## src/rtl/alu_wb_stage.sv

```systemverilog
`default_nettype none
// ============================================================================
// Module   : alu_wb_stage
// Brief    : Execute + writeback stage of the 8-bit core. Single-cycle ALU
//            ops with registered register-file write port and Z/C/N/V flags;
//            MULL/MULH run on an 8-iteration shift-add multiplier that stalls
//            decode through the valid/ready handshake.
// Revision : 1.0 - initial release
// ============================================================================
module alu_wb_stage #(
    parameter int MUL_CYCLES = 8
) (
    input  logic       clk,
    input  logic       rst,
    input  logic       in_valid,
    output logic       in_ready,
    input  logic [3:0] in_op,
    input  logic [3:0] in_rd,
    input  logic [7:0] in_a,
    input  logic [7:0] in_b,
    input  logic       in_wb_en,
    output logic       reg_write_en,
    output logic [3:0] reg_write_addr,
    output logic [7:0] reg_write_data,
    output logic [3:0] flags,
    output logic       busy
);

    localparam logic [0:0] c_ST_IDLE = 1'b0;
    localparam logic [0:0] c_ST_MUL  = 1'b1;

    localparam logic [3:0] c_OP_ADD  = 4'h0;
    localparam logic [3:0] c_OP_ADC  = 4'h1;
    localparam logic [3:0] c_OP_SUB  = 4'h2;
    localparam logic [3:0] c_OP_SBC  = 4'h3;
    localparam logic [3:0] c_OP_AND  = 4'h4;
    localparam logic [3:0] c_OP_OR   = 4'h5;
    localparam logic [3:0] c_OP_XOR  = 4'h6;
    localparam logic [3:0] c_OP_NOT  = 4'h7;
    localparam logic [3:0] c_OP_SHL  = 4'h8;
    localparam logic [3:0] c_OP_SHR  = 4'h9;
    localparam logic [3:0] c_OP_ASR  = 4'hA;
    localparam logic [3:0] c_OP_MOV  = 4'hB;
    localparam logic [3:0] c_OP_CMP  = 4'hC;
    localparam logic [3:0] c_OP_MULL = 4'hD;
    localparam logic [3:0] c_OP_MULH = 4'hE;
    localparam logic [3:0] c_OP_NOP  = 4'hF;

    localparam logic [2:0] c_CNT_LAST = 3'(MUL_CYCLES - 1);

    logic [0:0]  r_state;
    logic [0:0]  w_state_next;
    logic [7:0]  r_a;
    logic [7:0]  r_b;
    logic [3:0]  r_rd;
    logic        r_wb_en;
    logic        r_is_high;
    logic [15:0] r_prod;
    logic [2:0]  r_cnt;

    logic        w_accept;
    logic        w_is_mul;
    logic [8:0]  w_sum;
    logic [7:0]  w_res;
    logic        w_c;
    logic        w_v;
    logic        w_alu_upd;
    logic        w_alu_we;
    logic [15:0] w_addend;
    logic [15:0] w_prod_next;
    logic [7:0]  w_mul_res;

    assign in_ready = (r_state == c_ST_IDLE);
    assign busy     = (r_state == c_ST_MUL);
    assign w_accept = in_valid && in_ready;
    assign w_is_mul = (in_op == c_OP_MULL) || (in_op == c_OP_MULH);

    // Multiplier iteration: add a<<i when b[i] is set; final byte chosen by MULL/MULH.
    assign w_addend    = r_b[r_cnt] ? ({8'h00, r_a} << r_cnt) : 16'h0000;
    assign w_prod_next = r_prod + w_addend;
    assign w_mul_res   = r_is_high ? w_prod_next[15:8] : w_prod_next[7:0];

    // Single-cycle ALU: result, carry/borrow and overflow; C defaults to held value.
    always_comb begin
        w_sum     = 9'h000;
        w_res     = 8'h00;
        w_c       = flags[2];
        w_v       = 1'b0;
        w_alu_upd = 1'b1;
        w_alu_we  = in_wb_en;
        case (in_op)
            c_OP_ADD, c_OP_ADC: begin
                w_sum = {1'b0, in_a} + {1'b0, in_b} + {8'h00, (in_op == c_OP_ADC) & flags[2]};
                w_res = w_sum[7:0];
                w_c   = w_sum[8];
                w_v   = (in_a[7] == in_b[7]) && (w_res[7] != in_a[7]);
            end
            c_OP_SUB, c_OP_SBC, c_OP_CMP: begin
                // Bit 8 of the 9-bit difference is the borrow.
                w_sum    = {1'b0, in_a} - {1'b0, in_b} - {8'h00, (in_op == c_OP_SBC) & flags[2]};
                w_res    = w_sum[7:0];
                w_c      = w_sum[8];
                w_v      = (in_a[7] != in_b[7]) && (w_res[7] != in_a[7]);
                w_alu_we = in_wb_en && (in_op != c_OP_CMP);
            end
            c_OP_AND: w_res = in_a & in_b;
            c_OP_OR:  w_res = in_a | in_b;
            c_OP_XOR: w_res = in_a ^ in_b;
            c_OP_NOT: w_res = ~in_a;
            c_OP_SHL: begin
                w_res = {in_a[6:0], 1'b0};
                w_c   = in_a[7];
                w_v   = in_a[7] ^ in_a[6];
            end
            c_OP_SHR: begin
                w_res = {1'b0, in_a[7:1]};
                w_c   = in_a[0];
            end
            c_OP_ASR: begin
                w_res = {in_a[7], in_a[7:1]};
                w_c   = in_a[0];
            end
            c_OP_MOV: w_res = in_b;
            c_OP_MULL, c_OP_MULH, c_OP_NOP: begin
                // Multiplies finish in the MUL state; NOP touches nothing.
                w_alu_upd = 1'b0;
                w_alu_we  = 1'b0;
            end
            default: begin
                w_alu_upd = 1'b0;
                w_alu_we  = 1'b0;
            end
        endcase
    end

    // State register.
    always_ff @(posedge clk or posedge rst) begin
        if (rst) begin
            r_state <= c_ST_IDLE;
        end else begin
            r_state <= w_state_next;
        end
    end

    // Next state: enter MUL on an accepted multiply, leave after the last iteration.
    always_comb begin
        w_state_next = r_state;
        case (r_state)
            c_ST_IDLE: if (w_accept && w_is_mul) w_state_next = c_ST_MUL;
            c_ST_MUL:  if (r_cnt == c_CNT_LAST)  w_state_next = c_ST_IDLE;
            default:   w_state_next = c_ST_IDLE;
        endcase
    end

    // Datapath: multiplier operands/product and the registered writeback port and flags.
    always_ff @(posedge clk or posedge rst) begin
        if (rst) begin
            r_a            <= 8'h00;
            r_b            <= 8'h00;
            r_rd           <= 4'h0;
            r_wb_en        <= 1'b0;
            r_is_high      <= 1'b0;
            r_prod         <= 16'h0000;
            r_cnt          <= 3'd0;
            reg_write_en   <= 1'b0;
            reg_write_addr <= 4'h0;
            reg_write_data <= 8'h00;
            flags          <= 4'h0;
        end else begin
            reg_write_en <= 1'b0;
            if (r_state == c_ST_IDLE) begin
                if (w_accept && w_is_mul) begin
                    r_a       <= in_a;
                    r_b       <= in_b;
                    r_rd      <= in_rd;
                    r_wb_en   <= in_wb_en;
                    r_is_high <= (in_op == c_OP_MULH);
                    r_prod    <= 16'h0000;
                    r_cnt     <= 3'd0;
                end else if (w_accept) begin
                    if (w_alu_upd) begin
                        flags <= {(w_res == 8'h00), w_c, w_res[7], w_v};
                    end
                    if (w_alu_we) begin
                        reg_write_en   <= 1'b1;
                        reg_write_addr <= in_rd;
                        reg_write_data <= w_res;
                    end
                end
            end else begin
                r_prod <= w_prod_next;
                r_cnt  <= r_cnt + 3'd1;
                if (r_cnt == c_CNT_LAST) begin
                    flags <= {(w_mul_res == 8'h00), (w_prod_next[15:8] != 8'h00), w_mul_res[7], 1'b0};
                    if (r_wb_en) begin
                        reg_write_en   <= 1'b1;
                        reg_write_addr <= r_rd;
                        reg_write_data <= w_mul_res;
                    end
                end
            end
        end
    end

endmodule
`default_nettype wire

```

## config.mk

```make
export PLATFORM = sky130hd
export DESIGN_NAME = alu_wb_stage
export DESIGN_NICKNAME = d
export VERILOG_FILES = /design/src/rtl/alu_wb_stage.sv
export SDC_FILE = /design/constraint.sdc
export NUM_CORES = 1
export LEC_CHECK = 0
export ABC_AREA = 1
export BUFFER_PORTS_ARGS = -buffer_cell sky130_fd_sc_hd__buf_2
export CAP_MARGIN = 10
export CELL_PAD_IN_SITES_DETAIL_PLACEMENT = 1
export CELL_PAD_IN_SITES_GLOBAL_PLACEMENT = 2
export CORE_ASPECT_RATIO = 0.6
export CORE_MARGIN = 8
export CORE_UTILIZATION = 34
export CTS_CLUSTER_SIZE = 40
export DETAILED_ROUTE_END_ITERATION = 16
export GPL_TIMING_DRIVEN = 0
export HOLD_SLACK_MARGIN = 0.15
export MAX_ROUTING_LAYER = met4
export PLACE_DENSITY_LB_ADDON = 0.05
export SLEW_MARGIN = 10
export SYNTH_ARGS = -nofsm -noshare
export SYNTH_HDL_FRONTEND = slang
export SYNTH_SLANG_ARGS = --single-unit
```

## constraint.sdc

```tcl
create_clock -name clk -period 3.1 [get_ports clk]
set_clock_uncertainty 0.15 [all_clocks]
set_input_delay 0.62 -clock clk [delete_from_list [all_inputs] [get_ports clk]]
set_output_delay 0.62 -clock clk [all_outputs]
set_load 0.005 [all_outputs]
```

==> summary.txt, run 1 <==
Outcome
  – Status: finished with violations
  – Failing checks: setup timing

GRT
  – Vias in the first global route: 6751
  – First-pass GRT wire length: 39400 µm
  – Initial antenna violation count: 0
  – Gr ovfl total: 0
  – Global Route Usage Sum: 24.6%
  – Largest net degree at the start of global routing: 60

Worst hold path
  – HP Class: primary input to asynchronous set/reset pin

Floorplanning
  – Initial Util: 34.3%
  – CORE AREA: 16900 µm²
  – Total die area: 21700 µm²
  – I/O pins: 47
  – Chip Width: 185 µm
  – Die Y: 117 µm
  – Number of placement rows: 37

STA
  – Peak Freq: 319 MHz
  – Fin. max-slew vios: 0
  – Worst Tran Pin Value: 786 ps
  – Relative slew slack: 47.6%
  – Post-layout min period: 3130 ps
  – RSZ-0062 raised after global routing: yes
  – Hold Fails Final Rpt: 0
  – Setup WS post-layout: -32.4 ps
  – Final Cycle Share: 101%
  – Final setup viols: 2

Logic synthesis
  – Largest family of logic cells by synthesized area: simple AND/OR/NAND/NOR gates
  – Ys Warns: 0
  – Syn Nets: 1002
  – Post-synthesis sequential area ratio: 25.4%
  – Synth top area cells: dfrtp_1, nand2_1, ha_1
  – Biggest area consumer among synthesized cells: dfrtp_1
  – Post-Synth Simple-Gate Area: 38.2%
  – Count leader, synth: nand2_1
  – Post-synth top cells: nand2_1, inv_1, nand3_1
  – Synth async-reset ratio: 100%
  – #FFs+latches synth: 59
  – Distinct cell type count after synthesis: 40
  – Syn avg cell area: 6.33 µm²
  – Post-Synth Adder-Cell Area: 12.7%
  – Number of enable flip-flop cells after synthesis: 0
  – Top FF cell, synth: dfrtp_1
  – Share of the synthesized area in the top cell type: 25.4%
  – Post-Synth XOR/XNOR Area: 1.21%
  – Mux share of post-synthesis cell area: 1.12%
  – Synth Cell Area: 5810 µm²
  – Post-synthesis cell count: 918
  – Post-synthesis compound-gate area fraction: 10.6%

Clock tree
  – CTS tree: done
  – Clk sinks: 59
  – Cts-stage hold buffer count: 0
  – Clock slew at reported path FFs: 60 ps
  – Clk buf depth: 2
  – Clock root cell: clkbuf_16
  – H-tree Lvls: 3
  – CTS Buf Count: 9
  – Worst skew pair latency: 330 ps

Finish
  – Layout overhead on the synthesized area: 31.6%
  – Fin cells: 1240
  – Inserted Diodes: 0
  – Final #Nets: 1085
  – Layout cells sized above 1: 27.7%
  – Final Cell Area: 7650 µm²

Routing
  – Initial DRC count: 652
  – Remaining DRCs: 0
  – Drt first pass iters: 5
  – Final ANT Viol Nets: 0
  – Routed wire per std cell: 20.7 µm
  – Total wire length: 25700 µm
  – DR vias/cell: 5.29
  – Vias: 6560

Place
  – Port Buf Inserts: 45
  – Cells after DPL: 1197
  – GPL Wtd Cong: 0.947
  – Dpl hpwl: 20200 µm
  – Cell area after placement: 6330 µm²

Worst setup path
  – Worst endpoint required time: 3160 ps
  – Worst-path cell with the longest stage delay: dfrtp_2
  – Worst-path fanout max: 5
  – CP top delay family: simple AND/OR/NAND/NOR gates
  – Worst path buffer plus inverter count: 2
  – CP dominant cell by count: nand2_1
  – Worst-path cell chain: buf_6 > mux2i_4 > nor2_2 > a31oi_2 > nor2_1 > o21ai_1 > inv_2 > ha_4 > nand2_4 > nor2_4 > and2_4 > nand2_4 > nand2_1 > nand2_2 > nand2_2 > nand2_1 > nor2_2 > a21oi_1 > nand2_1 > nand2_1
  – CP max stage delay: 460 ps
  – Crit path DAT: 3200 ps
  – Crit Path Class: flop to flop
  – Crit start category: flop
  – Crit. End Element: flop

Flow run
  – Max-cap violations: 0

Power
  – VDD IR max: 333 µV
  – P per Cell Area: 954 nW/µm²
  – Static leakage: 3.95 nW
==> timing repair <==
item / in CTS / in global routing
pin swaps: 26 / 37
endpoints found under the setup margin: 24 / 17
gates resized for setup: 125 / 94
gates cloned: 1 / 0
setup buffers: 17 / 10
==> power by group <==
group	total (mW)	internal [mW]	switching, mW
clock	0.951	0.582	0.369
sequential	1.49	1.13	0.358
combinational	4.85	1.87	2.99
==> kinds of logic (layout without fill, tap and decap cells) <==
kind of cell / count (synthesis) / in the layout
fa+ha+maj: 56 / 56
xor+xnor: 8 / 8
simple gates: 519 / 519
flops: 59 / 59
buf+inv: 157 / 245
mux: 6 / 6
compound gates: 113 / 113
==> through the flow <==
step           hold WS [ps]  setup TNS (ps)  power [mW]  setup slack, ps  util (%)
2_1_floorplan           298               0        3.54             99.9         -
3_3_place_gp            315           -7300        4.63             -690      37.4
3_5_place_dp            326           -9510        4.73             -764      37.4
4_1_cts                 323           -1.49        6.52            -1.49      42.7
5_1_grt                 346            -761        7.81             -171      45.1
6_report                288           -63.8        7.29            -32.4      45.1
==> state kept, by name, indices dropped and copies added (netlist names) <==
name and count:
flags 4, busy 1, r_rd 4, reg_write_en 1, r_wb_en 1, r_cnt 3, r_prod 16, reg_write_addr 4
reg_write_data 8, r_b 8, r_is_high 1, r_a 8
==> per-layer routing <==
layer	wire length, µm	track usage (%)	up-vias	share of wire (%)
met5	0	-	-	0
met4	121	2.87	0	0.47
met3	1470	4.47	13	5.7
met2	9830	32.3	171	38
met1	14300	38.6	3268	56
li1	-	-	3108	-
==> worst register-to-register path: stages (launching register included) <==
cell and delay [ps]:
dfrtp_2 460, buf_6 140, mux2i_4 240, nor2_2 50
a31oi_2 170, nor2_1 70, o21ai_1 210, inv_2 90
ha_4 320, nand2_4 70, nor2_4 150, and2_4 170
nand2_4 70, nand2_1 90, nand2_2 80, nand2_2 80
nand2_1 80, nor2_2 140, a21oi_1 80, nand2_1 60
nand2_1 40
==> final timing paths <==
kind	cells past startpoint	from	slack (ps)	end
worst min register to register	2	flags[1]	340	flags[1]
worst min-delay path	2	rst	290	r_prod[14]
min in group clk	2	flags[1]	340	flags[1]
max in group asynchronous	2	rst	1940	r_cnt[2]
worst max register to register	20	r_cnt[0]	-30	flags[2]
worst max-delay path	20	r_cnt[0]	-30	flags[2]
==> cell usage in the layout (no fill, tap or decap), drive strengths merged, types with 7 or more instances in the layout <==
master and count:
a31oi 8, and2 7, ha 51, nand3 98
clkbuf 22, a21oi 32, nand2 287, nor2 98
o21ai 63, nand3b 8, nand4 16, dfrtp 59
inv 128, buf 89
==> area by class of cell <==
cell class                      count  area (µm²)
Buffer                             26         179
Clock buffer                       12         256
Clock inverter                      4        25.0
Fill cell                        2195        9300
Inverter                          130         499
Multi-Input combinational cell    702        4470
Sequential cell                    59        1480
Tap cell                          234         293
Timing Repair Buffer               73         443
(Power assumes the default switching activity.)
==> run 2, diff against run 1 <==
- SETUP_SLACK_MARGIN: unset -> 0.05
- SKIP_LAST_GASP: unset -> 1
- TNS_END_PERCENT: unset -> 20
==> summary.txt, run 2 (same netlist as run 1, synthesis figures left out) <==
Routing
  – Final ANT Viol Nets: 0
  – Drt first pass iters: 6
  – Total wire length: 26500 µm
  – Remaining DRCs: 0
  – Vias: 6661
  – DR vias/cell: 5.32
  – Routed wire per std cell: 21.2 µm
  – Initial DRC count: 665

Clock tree
  – Clk sinks: 59
  – CTS tree: done
  – H-tree Lvls: 3
  – Clock slew at reported path FFs: 50 ps
  – Clock root cell: clkbuf_16
  – Worst skew pair latency: 330 ps
  – CTS Buf Count: 9
  – Clk buf depth: 2

STA
  – Fin. max-slew vios: 0
  – Peak Freq: 314 MHz
  – Setup WS post-layout: -86.0 ps
  – Worst Tran Pin Value: 794 ps
  – Final Cycle Share: 103%
  – RSZ-0062 raised after global routing: yes
  – Final setup viols: 5
  – Post-layout min period: 3190 ps
  – Relative slew slack: 47.1%
  – Hold Fails Final Rpt: 0

Worst setup path
  – CP max stage delay: 430 ps
  – Crit Path Class: flop to flop
  – Crit. End Element: flop
  – Critical Path Start: r_cnt[0]
  – Register-to-Register Path Depth: 19
  – Crit path DAT: 3250 ps
  – Crit path to: flags[1]
  – Worst path buffer plus inverter count: 3
  – Worst endpoint required time: 3160 ps
  – Critical path depth: 19
  – R2r startpoint: r_cnt[0]
  – Crit start category: flop
  – Reg2Reg Setup Slack: -90 ps
  – CP top delay family: simple AND/OR/NAND/NOR gates
  – FF-to-FF End: flags[1]
  – Worst-path cell with the longest stage delay: dfrtp_2
  – Worst-path cell chain: buf_6 > mux2i_4 > nor2_2 > a31oi_2 > nor2_1 > o21ai_2 > inv_2 > ha_4 > nand2_4 > buf_6 > nor2_4 > and2_4 > nand2_4 > nand2_2 > nand2_2 > nand3_2 > nand3_1 > nand3_1 > nand2_1
  – Worst-path fanout max: 5

Floorplanning
  – I/O pins: 47
  – Die Y: 117 µm
  – Chip Width: 185 µm
  – CORE AREA: 16900 µm²
  – Initial Util: 34.3%
  – Total die area: 21700 µm²
  – Number of placement rows: 37

Power
  – Switching share of total power: 51.1%
  – P per Cell Area: 994 nW/µm²
  – Net switching power: 4.07 mW
  – Total power draw: 7.97 mW
  – VDD IR max: 338 µV
  – Pint: 3.89 mW
  – Clock Power Share: 11.9%
  – Combinational Power Share: 69.6%
  – Static leakage: 4.11 nW
  – Sequential Power Share: 18.5%

GRT
  – Global-route track usage on met3: 5.86%
  – Met1 GRT Util: 38.5%
  – Met2 Track Usage GR: 32.9%
  – Most used routing layer in global routing: met1
  – Global Route Usage Sum: 25.1%
  – Largest net degree at the start of global routing: 60
  – Initial antenna violation count: 0
  – Vias in the first global route: 6916
  – First-pass GRT wire length: 40300 µm
  – Gr ovfl total: 0

Finish
  – Layout cells sized above 1: 33.7%
  – Util after Layout: 47.3%
  – Most common cell after layout, fill and taps aside: nand2_1
  – Layout overhead on the synthesized area: 38.0%
  – Area of the multi-input gates: 4720 µm²
  – Largest register FFs: 16
  – Fill count: 2182
  – Top reg by flops: r_prod
  – Commonest cells after routing, fill and taps aside: nand2_1, inv_1, nand3_1
  – Final #Nets: 1097
  – Register area: 1480 µm²
  – Inserted Diodes: 0

Place
  – DP Worst Slack: -764 ps
  – Dpl hpwl: 20200 µm
  – Port Buf Inserts: 45
  – GPL Wtd Cong: 0.947

Worst hold path
  – HP Class: primary input to asynchronous set/reset pin

Flow run
  – Max-cap violations: 0

Outcome
  – Status: finished with violations
  – Failing checks: setup timing
-- run 2: changes by cell type in the layout (fill, tap and decap cells not counted), sizes merged --
cell,delta
clkinv,-1
clkbuf,+2
inv,+1
buf,+10
-- run 2: layer usage --
layer | share of wire [%] | vias to the layer above | wire length (µm)
met5 | 0 | - | 0
met4 | 0.58 | 0 | 153
met3 | 7.3 | 19 | 1940
met2 | 39 | 193 | 10300
met1 | 53 | 3319 | 14100
li1 | - | 3130 | -
-- run 2: power groups by stage --
stage	logic [mW]	clock network, mW	registers (mW)
after floorplan	2.23	0	1.32
after detailed placement	3.33	0	1.41
after global placement	3.23	0	1.39
final	5.54	0.950	1.47
after CTS	4.72	0.958	1.44
after global routing	5.96	1.00	1.51
-- run 2: area by class of cell --
| cell class | count | area share (%) |
|---|---|---|
| multi-input combinational | 702 | 58.8 |
| sequential | 59 | 18.4 |
| timing repair buffer | 84 | 6.96 |
| inverter | 130 | 6.21 |
| tap | 234 | 3.65 |
| clock buffer | 12 | 3.20 |
| buffer | 27 | 2.40 |
| clock inverter | 4 | 0.312 |
-- run 2: worst min path at each step --
stage	cells after the start	from	slack (ps)	end
6_report	2	rst	280	r_prod[13]
3_3_place_gp	2	flags[1]	310	flags[1]
2_1_floorplan	2	r_b[1]	300	r_b[1]
3_5_place_dp	2	flags[1]	330	flags[1]
5_1_grt	2	rst	350	reg_write_addr[0]
4_1_cts	2	rst	320	r_prod[14]
-- run 2: repair_timing --
item,CTS,global route
gates resized for setup,208,87
pin swaps,68,61
buffers inserted,28,10
endpoints found under the setup margin,24,18
hold buffers,0,0
gates cloned,1,0
-- run 2: through the flow --
stage / hold WS, ps / cell area (µm²) / TNS (ps) / std cells
after detailed placement: 326 / 6330 / -9510 / 1197
final: 282 / 8020 / -337 / 1252
after floorplan: 298 / 5810 / 0 / 918
after global routing: 347 / 8020 / -1380 / 1252
after CTS: 323 / 7600 / 0 / 1242
after global placement: 315 / 6330 / -7300 / 1197
-- run 2: worst register-to-register path, delay by kind of cell (launching register included) --
kind / cells / cell delay [ps]
AND/OR/NAND/NOR: 12 / 1290
flip-flops: 1 / 430
buffers and inverters: 3 / 330
AO/OA/AOI/OAI: 2 / 330
adder cells (fa/ha/maj): 1 / 320
multiplexers: 1 / 250
